$ cat config.mk
export PLATFORM = sky130hd
export DESIGN_NAME = gpio_debounce_irq_flat
export DESIGN_NICKNAME = d
export VERILOG_FILES = /design/src/rtl/gpio_debounce_irq_if.sv /design/src/rtl/gpio_debounce_irq.sv /design/src/flat_wrapper.sv
export SDC_FILE = /design/constraint.sdc
export NUM_CORES = 1
export LEC_CHECK = 0
export ABC_AREA = 1
export CAP_MARGIN = 20
export CORE_MARGIN = 2
export CORE_UTILIZATION = 64
export CTS_CLUSTER_DIAMETER = 30
export DETAILED_ROUTE_END_ITERATION = 6
export PLACE_DENSITY = 0.86
export SLEW_MARGIN = 20
export SYNTH_ARGS = -nofsm -noshare
export SYNTH_HDL_FRONTEND = slang
export SYNTH_SLANG_ARGS = --single-unit
$ cat constraint.sdc
create_clock -name clk_i -period 2.7 [get_ports clk_i]
set_input_delay 0.27 -clock clk_i [delete_from_list [all_inputs] [get_ports clk_i]]
set_output_delay 0.27 -clock clk_i [all_outputs]
set_load 0.01 [all_outputs]
$ cat src/rtl/gpio_debounce_irq_if.sv
// Pad-side and control/status signals of the GPIO input conditioner, grouped per channel vector.
// master drives raw pads and control masks; slave is the conditioner itself.
interface gpio_debounce_irq_if #(
   parameter int CH = 17
);
   logic [CH-1:0] raw_i;
   logic [CH-1:0] rise_en_i;
   logic [CH-1:0] fall_en_i;
   logic [CH-1:0] irq_en_i;
   logic [CH-1:0] clr_i;
   logic [CH-1:0] level_o;
   logic [CH-1:0] rise_o;
   logic [CH-1:0] fall_o;
   logic [CH-1:0] pending_o;
   logic          irq_o;

   modport master (
      output raw_i, rise_en_i, fall_en_i, irq_en_i, clr_i,
      input  level_o, rise_o, fall_o, pending_o, irq_o
   );

   modport slave (
      input  raw_i, rise_en_i, fall_en_i, irq_en_i, clr_i,
      output level_o, rise_o, fall_o, pending_o, irq_o
   );
endinterface

$ cat src/rtl/gpio_debounce_irq.sv
// Per-channel synchronizer, counter debouncer, edge detect, sticky pending and masked IRQ.
// Level/edge latency SYNC_STAGES+DEBOUNCE_CYCLES clocks, irq one clock later; no backpressure.
module gpio_debounce_irq #(
   parameter int CH              = 17,
   parameter int SYNC_STAGES     = 2,
   parameter int DEBOUNCE_CYCLES = 1000000
) (
   input  logic               clk_i,
   input  logic               rst_i,
   gpio_debounce_irq_if.slave bus
);
   localparam int CW = (DEBOUNCE_CYCLES < 1) ? 1 : $clog2(DEBOUNCE_CYCLES + 1);
   localparam logic [CW-1:0] CNT_LAST = CW'(DEBOUNCE_CYCLES - 1);

   logic [SYNC_STAGES-1:0][CH-1:0] sync_q, sync_d;
   logic [CH-1:0][CW-1:0]          cnt_q, cnt_d;
   logic [CH-1:0]                  level_q, level_d;
   logic [CH-1:0]                  rise_q, rise_d;
   logic [CH-1:0]                  fall_q, fall_d;
   logic [CH-1:0]                  pending_q, pending_d;
   logic                           irq_q, irq_d;
   logic [CH-1:0]                  s;

   always_comb begin
      sync_d    = sync_q;
      sync_d[0] = bus.raw_i;
      for (int k = 1; k < SYNC_STAGES; k++) begin
         sync_d[k] = sync_q[k-1];
      end
      s = sync_q[SYNC_STAGES-1];
   end

   // Counter only runs while the synchronized input disagrees with the accepted level;
   // any return to agreement restarts the count, which is what rejects short glitches.
   always_comb begin
      cnt_d   = cnt_q;
      level_d = level_q;
      rise_d  = '0;
      fall_d  = '0;
      for (int i = 0; i < CH; i++) begin
         if (s[i] == level_q[i]) begin
            cnt_d[i] = '0;
         end else if (cnt_q[i] == CNT_LAST) begin
            cnt_d[i]   = '0;
            level_d[i] = s[i];
            rise_d[i]  = s[i];
            fall_d[i]  = ~s[i];
         end else begin
            cnt_d[i] = cnt_q[i] + CW'(1);
         end
      end
   end

   // Set terms are OR'd after the clear so a coincident event keeps the flag up.
   always_comb begin
      pending_d = (pending_q & ~bus.clr_i)
                | (bus.rise_en_i & rise_d)
                | (bus.fall_en_i & fall_d);
      irq_d     = |(pending_q & bus.irq_en_i);
   end

   always_ff @(posedge clk_i) begin
      if (rst_i) begin
         sync_q    <= '0;
         cnt_q     <= '0;
         level_q   <= '0;
         rise_q    <= '0;
         fall_q    <= '0;
         pending_q <= '0;
         irq_q     <= 1'b0;
      end else begin
         sync_q    <= sync_d;
         cnt_q     <= cnt_d;
         level_q   <= level_d;
         rise_q    <= rise_d;
         fall_q    <= fall_d;
         pending_q <= pending_d;
         irq_q     <= irq_d;
      end
   end

   assign bus.level_o   = level_q;
   assign bus.rise_o    = rise_q;
   assign bus.fall_o    = fall_q;
   assign bus.pending_o = pending_q;
   assign bus.irq_o     = irq_q;
endmodule
$ cat src/flat_wrapper.sv
// flat-port wrapper written by rule: the top's interface ports become plain ports
module gpio_debounce_irq_flat 
#(
   parameter int CH              = 17,
   parameter int SYNC_STAGES     = 2,
   parameter int DEBOUNCE_CYCLES = 1000000
)
  (clk_i, rst_i, bus_raw_i, bus_rise_en_i, bus_fall_en_i, bus_irq_en_i, bus_clr_i, bus_level_o, bus_rise_o, bus_fall_o, bus_pending_o, bus_irq_o);
  gpio_debounce_irq_if #(.CH(CH)) bus_i ();
  input  logic clk_i;
  input  logic rst_i;
  input wire logic [$bits(bus_i.raw_i)-1:0] bus_raw_i;
  input wire logic [$bits(bus_i.rise_en_i)-1:0] bus_rise_en_i;
  input wire logic [$bits(bus_i.fall_en_i)-1:0] bus_fall_en_i;
  input wire logic [$bits(bus_i.irq_en_i)-1:0] bus_irq_en_i;
  input wire logic [$bits(bus_i.clr_i)-1:0] bus_clr_i;
  output wire logic [$bits(bus_i.level_o)-1:0] bus_level_o;
  output wire logic [$bits(bus_i.rise_o)-1:0] bus_rise_o;
  output wire logic [$bits(bus_i.fall_o)-1:0] bus_fall_o;
  output wire logic [$bits(bus_i.pending_o)-1:0] bus_pending_o;
  output wire logic [$bits(bus_i.irq_o)-1:0] bus_irq_o;
  assign bus_i.raw_i = bus_raw_i;
  assign bus_i.rise_en_i = bus_rise_en_i;
  assign bus_i.fall_en_i = bus_fall_en_i;
  assign bus_i.irq_en_i = bus_irq_en_i;
  assign bus_i.clr_i = bus_clr_i;
  assign bus_level_o = bus_i.level_o;
  assign bus_rise_o = bus_i.rise_o;
  assign bus_fall_o = bus_i.fall_o;
  assign bus_pending_o = bus_i.pending_o;
  assign bus_irq_o = bus_i.irq_o;
  gpio_debounce_irq #(.CH(CH), .SYNC_STAGES(SYNC_STAGES), .DEBOUNCE_CYCLES(DEBOUNCE_CYCLES)) u_core (.clk_i(clk_i), .rst_i(rst_i), .bus(bus_i));
endmodule
==> impl_metrics.tcl <==
set metrics [dict create \
    syn2layout_area_growth_pct 22.1 \
    hold_path.class "primary input to flop" \
    critical_path.endpoint_type "flop" \
    route.detailed.drc 0 \
    ys_async_sr_fraction_pct 0 \
    initial_utilization_pct 65.2 \
    leakage_nw 9.06 \
    postCtsResizedCells 0 \
    via_per_inst 5.39 \
    cp_slowest_cell "dfxtp_1" \
    finalClockSkew_ns 0.0229 \
    drv_slew 0 \
    design.die.area_mm2 0.0347 \
    fillCellCount 2166 \
    number_of_global_route_vias_before_repair 19800 \
    cts.sinks 443 \
    grt_pass1_wl_um 86300 \
    ctsRootBufferMaster "clkbuf_16" \
    ys_types 47 \
    synth-edff-count 0 \
    drive_above_1_share_pct 9.98 \
    design.final.nets 3303 \
    floorplan.die.width_um 186 \
    final.setup.tns_ns 0 \
    tightest_slew_ns 0.845 \
    stdcell_count 3711 \
    setup_bufs_post_cts 0 \
    route.detailed.wl_per_inst_um 13.7 \
    via_count 20000 \
    pwr-share-seq_pct 38.3 \
    die-height_um 186 \
    std_cell_rows 66 \
    tritoncts "done" \
    utilization_pct 79.6 \
    timing.fmax_ghz 0.506 \
    vdd.ir_drop.worst_v 0.000551 \
    worst_skew_pair.late_latency_ns 0.61 \
    worst_path_largest_cell_delay_ns 0.42 \
    cts_inserted_buffers 83 \
    status "finished, final reports clean" \
    worst-endpoint-required_ns 3.16 \
    combPwrFrac_pct 1.7 \
    grt_setup_unrepaired "no" \
    timing.critical_path.arrival_ns 2.44 \
    power-per-cell-area_mw_per_mm2 665 \
    final_critical_path_required_period_ns 1.98 \
    htree_levels 3 \
    grt.total_usage_pct 29.8 \
    synth_warnings 0 \
    cap_violations 0 \
    globalRoute.totalOverflow 0 \
    netSwitchingPower_mw 3.79 \
    port_buffers 155 \
    cts-hold-fix-buffers 0 \
    max_slew_margin_pct 43.6 \
    floorplan.io_pins 156 \
    syn_avg_cell_area_um2 7.10 \
    placed_cells 3556 \
    final_min_period_over_clock_period_pct 73.2 \
    yosysSeqAreaShare_pct 41.7 \
    detail-route-antenna-nets 0 \
    startpoint_type "flop" \
    syn_nets 3100 \
    antenna_violations_before_repair 0 \
    dominantRegCellSynth "dfxtp_1" \
    hpwlAfterDp_um 34400 \
    totalPowerFinal_mw 17.3 \
    pin_count_of_the_biggest_net_entering_global_routing 82 \
    place_congestion 0.906 \
    netlist_instances 2996 \
    drt_first_iter_violations 1522 \
    crit_chain "ha_1 -> nand3_2 -> nand3b_4 -> nor2_4 -> nor2_2 -> nand2_2 -> nor2_1" \
    path_clk_slew_ns 0.06 \
    switching_share_pct 22.0 \
    wirelength_um 50800 \
    placeableCoreArea_mm2 0.0326 \
    finalHoldViolations 0 \
    pwr-share-clk_pct 60.0 \
    ys_seq_elements 443 \
    intPower_mw 13.5 \
    drt_pre_antenna_iters 6 \
    timing.final.setup_violations 0 \
    critPathMaxFanout 20 \
    cts-root-to-sink-buffers 3 \
    synth.cell_area_mm2 0.0213 \
    worst-setup-path-type "flop to flop" \
]
per-layer routing:
layer  vias up  share of wire [%]  GRT usage (%)
met5         -                  0              0
met4         0                2.7           12.7
met3       134                6.6           6.39
met2       703                 49           52.2
met1      9181                 42           35.2
li1       9983                  -              -
through the flow:
stage / area [µm²] / setup WS (ns) / hold WS (ns)
6_report: 26000 / 0.724 / 0.140
5_1_grt: 25900 / 0.509 / 0.150
4_1_cts: 25900 / 0.726 / 0.121
3_5_place_dp: 23100 / 0.741 / 0.392
3_3_place_gp: 23100 / 0.811 / 0.389
2_1_floorplan: 21300 / 1.19 / 0.377
cell usage in the layout (no fill, tap or decap), types with 83 or more instances in the layout:
cell type / n
clkdlybuf4s50_1: 154
nor3_1: 136
clkbuf_16: 83
nand2_1: 670
inv_1: 396
a21oi_1: 142
xor2_1: 94
nand3_1: 154
nand4_1: 102
nor2_1: 485
dfxtp_1: 443
flip-flops by register name, summed over array words and instances, names as in the netlist:
signal / cells
u_core.bus.fall_o: 17
u_core.bus.irq_o: 1
u_core.bus.level_o: 17
u_core.bus.pending_o: 17
u_core.bus.rise_o: 17
u_core.cnt_q: 340
u_core.s: 17
u_core.sync_d: 17
kinds of logic after synthesis:
logic type                 count (synthesis)  synth area share [%]
xor gates and xnor gates                 118                  4.86
AOI/OAI and AO/OA                        212                  5.53
adders and majority gates                 17                  1.00
and+or+nand+nor                         1760                  38.2
DFF                                      443                  41.7
buffers and inverters                    446                  8.71
final timing paths:
path,slack [ns],depth (start not counted),to,from
worst max-delay path,0.72,7,u_core.cnt_q[95]$_SDFF_PP0_,u_core.cnt_q[80]$_SDFF_PP0_
worst min-delay path,0.14,4,u_core.bus.pending_o[0]$_SDFF_PP0_,rst_i
worst max register to register,0.72,7,u_core.cnt_q[95]$_SDFF_PP0_,u_core.cnt_q[80]$_SDFF_PP0_
worst min register to register,0.40,2,u_core.s[16]$_SDFF_PP0_,u_core.sync_d[33]$_SDFF_PP0_
power by group through the flow:
stage          Sequential, mW  Clock (mW)  Combinational [mW]
2_1_floorplan            6.73           0               0.135
3_3_place_gp             6.73           0               0.282
3_5_place_dp             6.73           0               0.289
4_1_cts                  6.60        10.5               0.293
5_1_grt                  6.60        10.8               0.318
6_report                 6.60        10.4               0.293
critical path, delay by kind of cell, from the launching register on:
kind                     cells  cell delay [ns]
adder cells (fa/ha/maj)      1             0.30
flip-flops                   1             0.42
AND/OR/NAND/NOR              6             1.11
final cells by class:
cell class / count / area [µm²] / area share, %
Antenna cell: 1 / 2.50 / 0.00964
Multi-Input combinational cell: 2107 / 10500 / 40.6
Tap cell: 442 / 553 / 2.13
Clock buffer: 96 / 2210 / 8.50
Inverter: 404 / 1520 / 5.84
Sequential cell: 443 / 8870 / 34.2
Timing Repair Buffer: 160 / 1610 / 6.21
Clock inverter: 58 / 656 / 2.53
cells in the mapped netlist (18+ instances only):
| library cell | instances | area share (%) |
|---|---|---|
| nor2_2 | 33 | 0.97 |
| nor2_1 | 485 | 8.6 |
| inv_1 | 397 | 7.0 |
| a21oi_1 | 142 | 3.3 |
| dfxtp_1 | 443 | 42 |
| o21ai_0 | 39 | 0.92 |
| nor3_2 | 22 | 1.0 |
| nand2_2 | 26 | 0.77 |
| nand3b_1 | 27 | 0.95 |
| nor3_1 | 136 | 3.2 |
| xnor2_1 | 24 | 0.99 |
| nand2_1 | 670 | 12 |
| xor2_1 | 94 | 3.9 |
| nand4_1 | 102 | 3.0 |
| nor4_1 | 18 | 0.53 |
| nand3_1 | 154 | 3.6 |
No activity file was read; power rests on OpenSTA's default activity.
